==> src/rtl/tx_shift_loader_if.sv <==
// ---------------------------------------------------------------------------
// tx_shift_loader_if
//
// Bundles the host write/commit port, the consumer strobe port and the
// status/sample outputs of tx_shift_loader.
//
//   wr_en, wr_addr, wr_data : staging-bank write port (host -> block)
//   commit                  : one-cycle pulse marking staging as a full frame
//   txstrobe                : consumer takes tx_sample this cycle
//   clear_flags             : clears underrun / overflow
//   tx_sample               : current head sample, 0 when idle
//   tx_valid                : a frame is being shifted out
//   pending                 : committed frame waiting, staging locked
//   underrun, overflow      : sticky error flags
//
// Modports: master = host/consumer side, slave = tx_shift_loader.
// ---------------------------------------------------------------------------
interface tx_shift_loader_if #(
    parameter int WIDTH  = 16,
    parameter int ADDR_W = 3
);
    logic              wr_en;
    logic [ADDR_W-1:0] wr_addr;
    logic [WIDTH-1:0]  wr_data;
    logic              commit;
    logic              txstrobe;
    logic              clear_flags;
    logic [WIDTH-1:0]  tx_sample;
    logic              tx_valid;
    logic              pending;
    logic              underrun;
    logic              overflow;

    modport master (
        output wr_en, wr_addr, wr_data, commit, txstrobe, clear_flags,
        input  tx_sample, tx_valid, pending, underrun, overflow
    );

    modport slave (
        input  wr_en, wr_addr, wr_data, commit, txstrobe, clear_flags,
        output tx_sample, tx_valid, pending, underrun, overflow
    );
endinterface

==> src/rtl/tx_shift_loader.sv <==
// ---------------------------------------------------------------------------
// tx_shift_loader
//
// Double-buffered transmit frame loader. The host fills a DEPTH-entry staging
// bank by index and commits it; the frame is then copied into an output
// shifter and presented one sample per txstrobe, index 0 first. While a frame
// drains, the next one can be written and committed; if it is committed
// before the last sample is taken, it is loaded on the same edge that
// consumes the last sample, so frames stream without a gap.
//
// Ports:
//   clk   : system clock, rising edge
//   reset : synchronous, active-low
//   bus   : tx_shift_loader_if.slave (write port, commit, strobe, status)
// ---------------------------------------------------------------------------
module tx_shift_loader #(
    parameter int DEPTH = 6,
    parameter int WIDTH = 16
) (
    input  logic               clk,
    input  logic               reset,
    tx_shift_loader_if.slave   bus
);
    localparam logic [2:0] LAST_IDX = 3'(DEPTH - 1);

    typedef enum logic {
        IDLE = 1'b0,
        RUN  = 1'b1
    } state_t;

    state_t     state_reg, state_next;
    logic [2:0] count_reg, count_next;
    logic       pending_reg, pending_next;
    logic       underrun_reg, underrun_next;
    logic       overflow_reg, overflow_next;

    // load: shifter takes the whole staging bank; advance: shifter moves one
    // entry toward the head, pulling zeros in at the tail.
    logic       load;
    logic       advance;
    logic       wr_accept;
    logic       commit_accept;

    logic [WIDTH-1:0] stage_word [DEPTH];
    logic [WIDTH-1:0] shift_word [DEPTH];
    logic [WIDTH-1:0] shift_in   [DEPTH];

    // Staging is locked while a committed frame waits for the shifter.
    assign wr_accept     = bus.wr_en && !pending_reg && (bus.wr_addr < 3'(DEPTH));
    assign commit_accept = bus.commit && !pending_reg;

    // -----------------------------------------------------------------------
    // Next-state / control
    // -----------------------------------------------------------------------
    always_comb begin
        state_next = state_reg;
        count_next = count_reg;
        load       = 1'b0;
        advance    = 1'b0;

        if (state_reg == IDLE) begin
            if (pending_reg) begin
                load       = 1'b1;
                count_next = '0;
                state_next = RUN;
            end
        end else begin
            if (bus.txstrobe) begin
                if (count_reg == LAST_IDX) begin
                    count_next = '0;
                    if (pending_reg) begin
                        // Seamless reload on the edge that consumes the last sample.
                        load = 1'b1;
                    end else begin
                        // Shifting once more leaves only zeros in the head.
                        advance    = 1'b1;
                        state_next = IDLE;
                    end
                end else begin
                    advance    = 1'b1;
                    count_next = count_reg + 3'd1;
                end
            end
        end
    end

    always_comb begin
        pending_next  = pending_reg;
        underrun_next = underrun_reg;
        overflow_next = overflow_reg;

        // load only ever happens with pending_reg=1 and a commit is only
        // accepted with pending_reg=0, so the two never collide.
        if (load) begin
            pending_next = 1'b0;
        end else if (commit_accept) begin
            pending_next = 1'b1;
        end

        // Clear first so a same-cycle set condition wins.
        if (bus.clear_flags) begin
            underrun_next = 1'b0;
            overflow_next = 1'b0;
        end
        if (state_reg == IDLE && bus.txstrobe) begin
            underrun_next = 1'b1;
        end
        if (pending_reg && (bus.commit || bus.wr_en)) begin
            overflow_next = 1'b1;
        end
    end

    // -----------------------------------------------------------------------
    // Control registers
    // -----------------------------------------------------------------------
    always_ff @(posedge clk) begin
        if (!reset) begin
            state_reg    <= IDLE;
            count_reg    <= '0;
            pending_reg  <= 1'b0;
            underrun_reg <= 1'b0;
            overflow_reg <= 1'b0;
        end else begin
            state_reg    <= state_next;
            count_reg    <= count_next;
            pending_reg  <= pending_next;
            underrun_reg <= underrun_next;
            overflow_reg <= overflow_next;
        end
    end

    // -----------------------------------------------------------------------
    // Staging bank and output shifter, one slice per entry
    // -----------------------------------------------------------------------
    genvar gi;
    generate
        for (gi = 0; gi < DEPTH; gi++) begin : g_entry
            logic [WIDTH-1:0] stage_reg;
            logic [WIDTH-1:0] shift_reg;

            if (gi == DEPTH - 1) begin : g_tail
                assign shift_in[gi] = '0;
            end else begin : g_body
                assign shift_in[gi] = shift_word[gi + 1];
            end

            always_ff @(posedge clk) begin
                if (!reset) begin
                    stage_reg <= '0;
                    shift_reg <= '0;
                end else begin
                    if (wr_accept && bus.wr_addr == 3'(gi)) begin
                        stage_reg <= bus.wr_data;
                    end
                    if (load) begin
                        shift_reg <= stage_reg;
                    end else if (advance) begin
                        shift_reg <= shift_in[gi];
                    end
                end
            end

            assign stage_word[gi] = stage_reg;
            assign shift_word[gi] = shift_reg;
        end
    endgenerate

    // -----------------------------------------------------------------------
    // Outputs (all straight from flops)
    // -----------------------------------------------------------------------
    assign bus.tx_sample = shift_word[0];
    assign bus.tx_valid  = (state_reg == RUN);
    assign bus.pending   = pending_reg;
    assign bus.underrun  = underrun_reg;
    assign bus.overflow  = overflow_reg;

endmodule
==> src/flat_wrapper.sv <==
// flat-port wrapper written by rule: the top's interface ports become plain ports
module tx_shift_loader_flat 
#(
    parameter int DEPTH = 6,
    parameter int WIDTH = 16
)
  (clk, reset, bus_wr_en, bus_wr_addr, bus_wr_data, bus_commit, bus_txstrobe, bus_clear_flags, bus_tx_sample, bus_tx_valid, bus_pending, bus_underrun, bus_overflow);
  tx_shift_loader_if #(.WIDTH(WIDTH)) bus_i ();
  input  logic clk;
  input  logic reset;
  input wire logic [$bits(bus_i.wr_en)-1:0] bus_wr_en;
  input wire logic [$bits(bus_i.wr_addr)-1:0] bus_wr_addr;
  input wire logic [$bits(bus_i.wr_data)-1:0] bus_wr_data;
  input wire logic [$bits(bus_i.commit)-1:0] bus_commit;
  input wire logic [$bits(bus_i.txstrobe)-1:0] bus_txstrobe;
  input wire logic [$bits(bus_i.clear_flags)-1:0] bus_clear_flags;
  output wire logic [$bits(bus_i.tx_sample)-1:0] bus_tx_sample;
  output wire logic [$bits(bus_i.tx_valid)-1:0] bus_tx_valid;
  output wire logic [$bits(bus_i.pending)-1:0] bus_pending;
  output wire logic [$bits(bus_i.underrun)-1:0] bus_underrun;
  output wire logic [$bits(bus_i.overflow)-1:0] bus_overflow;
  assign bus_i.wr_en = bus_wr_en;
  assign bus_i.wr_addr = bus_wr_addr;
  assign bus_i.wr_data = bus_wr_data;
  assign bus_i.commit = bus_commit;
  assign bus_i.txstrobe = bus_txstrobe;
  assign bus_i.clear_flags = bus_clear_flags;
  assign bus_tx_sample = bus_i.tx_sample;
  assign bus_tx_valid = bus_i.tx_valid;
  assign bus_pending = bus_i.pending;
  assign bus_underrun = bus_i.underrun;
  assign bus_overflow = bus_i.overflow;
  tx_shift_loader #(.DEPTH(DEPTH), .WIDTH(WIDTH)) u_core (.clk(clk), .reset(reset), .bus(bus_i));
endmodule
==> config.mk <==
export PLATFORM = sky130hd
export DESIGN_NAME = tx_shift_loader_flat
export DESIGN_NICKNAME = d
export VERILOG_FILES = /design/src/rtl/tx_shift_loader_if.sv /design/src/rtl/tx_shift_loader.sv /design/src/flat_wrapper.sv
export SDC_FILE = /design/constraint.sdc
export NUM_CORES = 1
export LEC_CHECK = 0
export ABC_CLOCK_PERIOD_IN_PS = 2000
export CORE_MARGIN = 2
export CORE_UTILIZATION = 45
export DETAILED_ROUTE_END_ITERATION = 6
export PLACE_DENSITY_LB_ADDON = 0.15
export SETUP_SLACK_MARGIN = 0.5
export SYNTH_ARGS = -nofsm -noshare
export SYNTH_HDL_FRONTEND = slang
export SYNTH_SLANG_ARGS = --single-unit
export TNS_END_PERCENT = 5
==> constraint.sdc <==
create_clock -name clk -period 2 [get_ports clk]
set_clock_uncertainty 0.2 [all_clocks]
set_input_delay 0.5 -clock clk [delete_from_list [all_inputs] [get_ports clk]]
set_output_delay 0.5 -clock clk [all_outputs]
set_load 0.005 [all_outputs]
# == Yosys cells after proc, flatten, opt, wreduce, memory -nomap -nowiden ==
# Index checks and enable logic that the tools add are counted.
# totals
ff_bits,199
input_bits,25
out_inout_bits,20
word_cells,78
# op_classes
add_sub_neg,1
magnitude_cmp,1
eq_ne,7
muxes,30
n_bitwise,2
n_reduce_logical,20
# ops
cell,count
$mux W16,12
$mux W1,14
$mux W3,4
$logic_and A1 B1 Y1,11
$eq A3 B3 Y1 const B,3
$reduce_bool A2 Y1,4
$eq A3 B2 Y1 const B,2
$add A3 B1 Y3 const B,1
$eq A3 B1 Y1 const B,1
$logic_not A3 Y1,1
$lt A3 B3 Y1 const B,1
$ne A2 B2 Y1 const B,1
$not A1 Y1,2
$reduce_and A2 Y1,1
$reduce_or A2 Y1,1
$logic_not A1 Y1,1
$logic_or A1 B1 Y1,1

# == Depth between registers and ports, before layout ==
# Gate-level depths: netlist of the first run.
# depth
ltp_word,6
mapped_depth,6
ltp_nobuf,3

# == Worst setup path before layout of the first run ==
# OpenSTA, ideal clock, no wires.
# synth_timing
path_kind,input -> register
startpoint,input bus_wr_addr[2]
endpoint,register u_core.g_entry[4].stage_reg[10]
setup_ns,0.072
t_arrival_ns,1.371
required_ns,1.728
path_slack_ns,0.357
path_stages,5
path_buffers,2
path_cell_list,nor4bb_4 -> and2b_1 -> buf_6 -> buf_12 -> mux2i_1
# synth_via
elab_chain_cells,3
elab_cells_between_ends,4
cone_classes,order compare: 1; eq/ne: 1; reduce/logical: 2
# synth_rtl
element,line,source
from (decl),flat_wrapper.sv:12,input wire logic [$bits(bus_i.wr_addr)-1:0] bus_wr_addr;
$lt A3 B3 Y1,tx_shift_loader.sv:49,assign wr_accept = bus.wr_en && !pending_reg && (bus.wr_addr < 3'(DEPTH));
$logic_and A1 B1 Y1,tx_shift_loader.sv:49,
$logic_and A1 B1 Y1 (*),tx_shift_loader.sv:152,if (wr_accept && bus.wr_addr == 3'(gi)) begin
to (signal assigned),tx_shift_loader.sv:153,stage_reg <= bus.wr_data;
to (decl),tx_shift_loader.sv:138,logic [WIDTH-1:0] stage_reg;
# Every way passes the cells marked *; elsewhere a longest branch is shown, timed or not.
# A chain may end at the register's enable or synchronous reset.

# == Worst setup path in the final report of the first run ==
# layout_timing
startpoint,"register u_core.state_reg, in the netlist u_core.bus.tx_valid"
endpoint,register u_core.g_entry[5].shift_reg[5]
# layout_via
elab_chain_cells,2
elab_cells_between_ends,4
cone_classes,mux: 3; reduce/logical: 1
# layout_rtl
element,line,source
from (decl),tx_shift_loader.sv:31,"state_t state_reg, state_next;"
from (signal assigned),tx_shift_loader.sv:124,state_reg <= state_next;
$mux W1,tx_shift_loader.sv:61,if (state_reg == IDLE) begin
$mux W16 / $reduce_bool A2 Y1 (equally long branches),-,
to (signal assigned),tx_shift_loader.sv:156,shift_reg <= stage_reg;
to (signal assigned),tx_shift_loader.sv:158,shift_reg <= shift_in[gi];
to (decl),tx_shift_loader.sv:139,logic [WIDTH-1:0] shift_reg;
# Parallel ways exist; a longest one is shown, timed or not.

==> summary.txt, run 1 <==
Outcome
  – Status: finished with violations
  – Violated checks: design-rule violations

Worst setup path
  – Sequence of cells on the critical path: buf_6 > mux2_4 > clkbuf_16 > buf_4 > o22ai_1
  – R2R Setup Slk: 0.26 ns
  – Worst path required time: between 2 and 2.5 ns
  – Max incr delay on CP: ~0.42 ns
  – Slowest-stage cell, CP: mux2_4
  – FF-to-FF Start: u_core.bus.tx_valid$_SDFF_PN0_
  – Critical Path AT: 1.90 ns
  – Reg-to-Reg End: u_core.g_entry[5].shift_reg[5]$_SDFFE_PN0P_
  – Crit path capture type: register
  – Top delay family on crit path: buffers and inverters
  – Worst Reg-to-Reg Cells: 5
  – CP Launch Type: register
  – Crit Path Category: register to register
  – CP Buf/Inv Count: 3
  – Worst-path maximum fanout: 16

Route
  – # DRC: 2
  – Routed Antenna Nets: 0
  – Via Count: 7043
  – DRT Pass-1 Iters: 7
  – Avg Vias per Cell: around 6
  – Drt wl/cell: just under 20 um
  – Initial DRC count: 702
  – Total Wirelength: 23070 um

Clocking
  – Clock Latency Late Sink: 0.44 ns
  – CTS Sinks: about 200
  – Num CTS Buffers: 17
  – Clock-pin slew on the worst setup and hold paths: approximately 0.07 ns
  – CTS Buffer Depth: 2
  – CTS root buffer: clkbuf_16
  – Number of H-tree levels: 4
  – CTS tree: built

Pwr
  – Switch Pwr: 2.149 mW
  – Part of the power in the clock network: 38.6%
  – Worst VDD drop: 0.0006373 V
  – Switching Fraction: 24.85%
  – Reg power frac: 49.7%
  – Pwr Density: 869.1 nW/um^2
  – Lkg Pwr: approximately 3.7 nW
  – Cell internal pwr: between 6 and 7 mW
  – Comb pwr share: 11.7%

Yosys
  – Most frequent cell after synthesis: nand2_1
  – Yosys reg bits: between 150 and 200
  – Async S/R FF share, synth: 0%
  – Area leader, netlist: dfxtp_1
  – Synth Cell Area: 8163 um^2
  – Syn_area_per_cell: 9.120 um^2
  – Netlist cell types: 37
  – Yosys Warn Count: 0
  – Cells after synthesis: 895
  – Dominant cells by area after synthesis: dfxtp_1, nand2_1, mux2i_1
  – Synth cell count leaders: nand2_1, dfxtp_1, mux2i_1
  – Synth Net Count: 920
  – Yosys top cell area share: 48.80%
  – EDFF count, synth: 0
  – Sequential area share after synthesis: 48.80%
  – Primary FF master, synth: dfxtp_1

Placed design
  – Post-DP HPWL: 12750 um
  – Placed insts: 1118
  – GP Congestion: 0.7632
  – # port buffers: 44
  – Post-Place Worst Slack: -0.2587 ns
  – Area after DPL: 8921 um^2

Final layout
  – Antenna cells: 0
  – Non-Filler Instances: 1174
  – Max FFs per register: 96
  – Fraction of layout cells with a size suffix above 1: between 10 and 15%
  – Post-Layout Inst Area: approximately 10000 um^2
  – Filler Cell Count: around 1500
  – Core Util, Final: between 50% and 60%
  – Area Overhead vs Synth: 21.89%
  – Final #Nets: 957

Hold path
  – Hold EP: u_core.g_entry[5].stage_reg[4]$_SDFFE_PN0P_
  – Hold Path Cell Cnt: 2
  – Min-Delay Path Class: register to register
  – HP Start: u_core.g_entry[5].stage_reg[4]$_SDFFE_PN0P_

Global routing
  – GRT Total Usage: roughly 23%
  – Antenna violations before repair: 0
  – Largest net degree at the start of global routing: 81
  – Grt ovf: 0
  – Global-route wire length before repair: 35200 um
  – Vias in the first global route: roughly 6600

Timing
  – Final worst slack: roughly 0.26 ns
  – Final worst path period share: between 80% and 90%
  – Fin. max-slew vios: 0
  – Rel. slew slack: 72.68%
  – Fmax: a little under 600 MHz
  – Slew at the pin closest to its max-slew limit: 0.4099 ns
  – RSZ-0062 raised after global routing: true
  – Final setup fails: 0
  – Setup_tns: 0 ns
  – Hold Vio Cnt, Final: 0
  – Post-layout min period: 1.736 ns

Die
  – I/O pin count: 45
  – Core ar.: 17900 um^2
  – Die area: ~19000 um^2
  – Row count: approximately 50
  – Die Y: 138.7 um
  – Initial Util: between 40% and 50%
  – Die span in x: 138.7 um

Run
  – Max-cap violations: 0
==> power groups by stage <==
stage,clock (mW),sequential (mW),combinational [mW]
2_1_floorplan,0,4.34,0.531
3_3_place_gp,0,4.37,0.842
3_5_place_dp,0,4.38,0.868
4_1_cts,3.38,4.29,0.884
5_1_grt,3.55,4.32,1.10
6_report,3.34,4.30,1.01
==> worst reg2reg max path, stage by stage (launching register included) <==
cell and delay, ns:
dfxtp_4 0.36, buf_6 0.12, mux2_4 0.42, clkbuf_16 0.24, buf_4 0.18, o22ai_1 0.13
==> worst max path at each step <==
| stage | startpoint | end | slack (ns) | depth (start not counted) |
|---|---|---|---|---|
| floorplan | bus_wr_addr[2] | u_core.g_entry[4].stage_reg[10]$_SDFFE_PN0P_ | 0.36 | 5 |
| global placement | bus_wr_addr[2] | u_core.g_entry[4].stage_reg[12]$_SDFFE_PN0P_ | -0.22 | 5 |
| detailed placement | bus_wr_addr[2] | u_core.g_entry[4].stage_reg[15]$_SDFFE_PN0P_ | -0.26 | 5 |
| CTS | u_core.bus.pending$_SDFFE_PP0P_ | u_core.g_entry[2].stage_reg[7]$_SDFFE_PN0P_ | 0.29 | 5 |
| global route | u_core.bus.pending$_SDFFE_PP0P_ | u_core.g_entry[2].stage_reg[6]$_SDFFE_PN0P_ | 0.23 | 5 |
| finish | u_core.bus.tx_valid$_SDFF_PN0_ | u_core.g_entry[5].shift_reg[5]$_SDFFE_PN0P_ | 0.26 | 5 |
==> layer usage <==
metal	global-route usage, %	up-vias	part of all wire (%)
met2	34.94	239	46
met4	5.529	0	0.94
met5	0	-	0
met3	5.214	20	5.9
li1	-	3295	-
met1	32.15	3489	47
==> layout make-up <==
type                       instances  area (um^2)  area share, %
clock buffer                      25        495.5          4.980
clock inverter                     7        68.82         0.6917
inverter                           2        7.507        0.07545
multi-input combinational        610         3790          38.09
sequential                       199         4011          40.32
tap                              229        286.5          2.880
timing repair buffer             102         1290          12.97
==> cells by family after synthesis <==
kind of cell	synth area share, %
AOI/OAI and AO/OA	16.66
xor gates and xnor gates	0.1073
buffers and inverters	5.932
DFF	48.80
muxes	11.96
and+or+nand+nor	16.54
==> through the flow <==
step,hold WS (ns),power (mW)
detailed placement,0.2550,5.244
global route,0.2740,8.969
CTS,0.2499,8.558
finish,0.2638,8.647
global placement,0.2451,5.209
floorplan,0.2387,4.873
==> placed cells by master, fill, tap and decap left out, types with 2 or more instances in the layout <==
cell | synthesis | routed
nand2_1 | 289 | 289
dfxtp_1 | 199 | 181
mux2i_1 | 96 | 96
a31oi_1 | 80 | 80
o221ai_1 | 80 | 71
buf_4 | 4 | 26
clkbuf_16 | 0 | 25
nand3_1 | 19 | 19
buf_12 | 2 | 19
clkdlybuf4s50_1 | 0 | 19
o22ai_1 | 17 | 17
dfxtp_2 | 0 | 16
buf_6 | 8 | 11
o221ai_2 | 0 | 9
clkdlybuf4s15_1 | 0 | 7
clkbuf_8 | 0 | 4
clkbuf_1 | 34 | 4
a21boi_0 | 3 | 3
clkinv_2 | 0 | 3
dlygate4sd2_1 | 0 | 3
buf_2 | 28 | 3
clkdlybuf4s15_2 | 0 | 3
mux2_4 | 1 | 2
nor3b_4 | 1 | 2
inv_1 | 2 | 2
clkinvlp_4 | 0 | 2
dfxtp_4 | 0 | 2
==> repair_timing <==
item / in CTS / in global routing
pin swaps: 3 / 6
cloned: 1 / 11
resized for setup: 96 / 21
buffers inserted: 9 / 3
endpoints found under the setup margin: 215 / 216
hold buffers: 0 / 0
Power figures use the tool's default switching activity.
==> run 2, diff against run 1 <==
--- a/config.mk
+++ b/config.mk
@@ -11,6 +11,7 @@
 export DETAILED_ROUTE_END_ITERATION = 6
 export PLACE_DENSITY_LB_ADDON = 0.15
 export SETUP_SLACK_MARGIN = 0.5
+export SLEW_MARGIN = 20
 export SYNTH_ARGS = -nofsm -noshare
 export SYNTH_HDL_FRONTEND = slang
 export SYNTH_SLANG_ARGS = --single-unit
==> results of run 2 <==
No change in the layout: final DEF, timing and power equal those of run 1.
==> run 3, diff against run 2 <==
--- a/config.mk
+++ b/config.mk
@@ -7,7 +7,7 @@
 export LEC_CHECK = 0
 export ABC_CLOCK_PERIOD_IN_PS = 2000
 export CORE_MARGIN = 2
-export CORE_UTILIZATION = 45
+export CORE_UTILIZATION = 59
 export DETAILED_ROUTE_END_ITERATION = 6
 export PLACE_DENSITY_LB_ADDON = 0.15
 export SETUP_SLACK_MARGIN = 0.5
==> summary.txt, run 3 (synthesis results as in run 1) <==
Worst setup path
  – R2R Setup Slk: 0.15 ns (-0.11 ns)
  – Reg-to-Reg End: u_core.g_entry[4].shift_reg[3]$_SDFFE_PN0P_
  – Worst Reg-to-Reg Cells: 7 (+2)
  – Slowest-stage cell, CP: dfxtp_4
  – Sequence of cells on the critical path: buf_4 > buf_6 > nand4b_1 > buf_4 > buf_6 > nand2_1 > a31oi_1
  – CP Launch Type: register
  – Top delay family on crit path: buffers and inverters
  – Crit path capture type: register
  – Max incr delay on CP: 0.37 ns (-0.05 ns)
  – Critical Path AT: 2.01 ns (+0.11 ns)
  – Worst path required time: 2.16 ns (about the same)
  – Worst-path maximum fanout: 40 (+24)
  – CP Buf/Inv Count: 4 (+1)
  – FF-to-FF Start: u_core.bus.pending$_SDFFE_PP0P_
  – Crit Path Category: register to register

Die
  – Core ar.: 13400 um^2 (-25%)
  – I/O pin count: 45 (unchanged)
  – Die area: 14790 um^2 (-23%)
  – Row count: 42 (-14%)
  – Die Y: 121.6 um (-12%)
  – Die span in x: 121.6 um (-12%)
  – Initial Util: 60.92% (+15 points)

Global routing
  – GRT Total Usage: 29.60% (+7.0 points)
  – Antenna violations before repair: 0 (unchanged)
  – Global-route wire length before repair: 34240 um (-2.7%)
  – Vias in the first global route: 6705 (+1.8%)
  – Largest net degree at the start of global routing: 91 (+12%)
  – Grt ovf: 0 (unchanged)

Route
  – Drt wl/cell: 20.88 um (+6.2%)
  – DRT Pass-1 Iters: 6 (-1)
  – Via Count: 7211 (+2.4%)
  – Total Wirelength: 23440 um (+1.6%)
  – Initial DRC count: 842 (+20%)
  – Routed Antenna Nets: 0 (unchanged)
  – Avg Vias per Cell: 6.421 (+7.0%)
  – # DRC: 0 (-2)

Placed design
  – # port buffers: 44 (unchanged)
  – GP Congestion: 0.7887 (+3.3%)
  – Post-DP HPWL: 12150 um (-4.7%)
  – Area after DPL: 8820 um^2 (-1.1%)

Timing
  – Slew at the pin closest to its max-slew limit: 0.4471 ns (+0.03726 ns)
  – Fmax: 540.6 MHz (-6.2%)
  – Final Hold Slack: 0.1922 ns (-0.07162 ns)
  – RSZ-0062 raised after global routing: true
  – Hold Vio Cnt, Final: 0 (unchanged)
  – Post-layout min period: 1.850 ns (+0.1140 ns)
  – Final worst path period share: 92.49% (+5.7 points)
  – Rel. slew slack: 70.12% (-2.6 points)
  – Final setup fails: 0 (unchanged)
  – Fin. max-slew vios: 0 (unchanged)

Pwr
  – Worst VDD drop: 0.0006402 V (+0.45%)
  – Lkg Pwr: 3.760 nW (+1.5%)
  – Pwr Density: 907.3 nW/um^2 (+4.4%)

Clocking
  – Num CTS Buffers: 17 (unchanged)
  – Clock Latency Late Sink: 0.44 ns (about the same)
  – CTS tree: built
  – CTS Sinks: 199 (unchanged)
  – Number of H-tree levels: 4 (unchanged)
  – CTS Buffer Depth: 2 (unchanged)
  – CTS root buffer: clkbuf_16
  – Clock-pin slew on the worst setup and hold paths: 0.07 ns (about the same)

Outcome
  – Status: finished clean

Final layout
  – Fraction of layout cells with a size suffix above 1: 13.83% (-1.1 points)
  – Most frequent cells in the layout: nand2_1, dfxtp_1, mux2i_1, o221ai_1, a31oi_1
  – Antenna cells: 0 (unchanged)
  – Final #Nets: 959 (+0.21%)
  – Post-Layout Inst Area: 9879 um^2 (-0.70%)
  – Max FFs per register: 96 (unchanged)
  – Most common cell after layout, fill and taps aside: nand2_1
  – Area Overhead vs Synth: 21.03%

Hold path
  – Hold EP: u_core.bus.overflow$_SDFFE_PN0P_
  – HP Start: reset
  – Hold Path Cell Cnt: 2 (unchanged)
  – Min-Delay Path Class: primary input to register

Run
  – Max-cap violations: 0 (unchanged)
## run 3: cell count changes in the layout (fill, tap and decap cells not counted), sizes merged, moves of 2 or more
cell           before  now
dlygate4sd2         3   13
buf                61   65
bufinv              1    5
clkbuf             33   26
clkdlybuf4s15      10    0
mux2                3    1
## run 3: per-stage QoR
stage               TNS [ns]  utilization [%]  total power [mW]  std cells  worst slack (ns)
floorplan                  0                -             4.873        895            0.3569
global placement      -18.44            65.82             5.190       1062           -0.2117
detailed placement    -26.32            65.82             5.228       1062           -0.2849
CTS                        0            71.50             8.895       1107            0.2345
global route               0            73.73             9.220       1123           0.09096
finish                     0            73.73             8.963       1123            0.1503
## run 3: layout make-up
class / count / area, um^2
multi-input combinational: 608 / 3741
timing repair buffer: 106 / 1262
inverter: 2 / 7.507
sequential: 199 / 4004
clock inverter: 13 / 201.4
fill: 965 / 3521
clock buffer: 19 / 442.9
tap: 176 / 220.2
## run 3: where the power goes
part	total, mW	switching (mW)	internal (mW)
clock network	3.74	1.50	2.25
registers	4.30	0.127	4.17
logic	0.924	0.508	0.415
## run 3: routing by layer
| metal | up-vias | part of all wire [%] | track usage (%) | wire, um |
|---|---|---|---|---|
| met5 | - | 0 | 0 | 0 |
| met4 | 0 | 2.5 | 12.28 | 594 |
| met3 | 48 | 8.7 | 7.163 | 2049 |
| met2 | 375 | 48 | 47.16 | 11250 |
| met1 | 3493 | 41 | 38.68 | 9550 |
| li1 | 3295 | - | - | - |
## run 3: worst register-to-register path, stage by stage (launching register included)
cell      delay, ns
dfxtp_4        0.37
buf_4          0.14
buf_6          0.13
nand4b_1       0.13
buf_4          0.16
buf_6          0.34
nand2_1        0.12
a31oi_1        0.19
## run 3: what timing repair did
action,CTS,global route
pin swaps,2,2
setup buffers,12,6
endpoints found under the hold margin,0,0
cloned,1,10
gates resized for setup,70,12
setup endpoints to repair,216,217
hold buffers,0,0
## run 3: how the worst max path moves through the flow
stage | cells past startpoint | slack [ns] | start | endpoint
4_1_cts | 6 | 0.23 | u_core.bus.pending$_SDFFE_PP0P_ | u_core.g_entry[0].stage_reg[4]$_SDFFE_PN0P_
5_1_grt | 7 | 0.09 | u_core.bus.pending$_SDFFE_PP0P_ | u_core.g_entry[4].shift_reg[3]$_SDFFE_PN0P_
3_3_place_gp | 5 | -0.21 | bus_wr_addr[2] | u_core.g_entry[4].stage_reg[1]$_SDFFE_PN0P_
3_5_place_dp | 5 | -0.28 | bus_wr_addr[2] | u_core.g_entry[4].stage_reg[6]$_SDFFE_PN0P_
2_1_floorplan | 5 | 0.36 | bus_wr_addr[2] | u_core.g_entry[4].stage_reg[10]$_SDFFE_PN0P_
6_report | 7 | 0.15 | u_core.bus.pending$_SDFFE_PP0P_ | u_core.g_entry[4].shift_reg[3]$_SDFFE_PN0P_
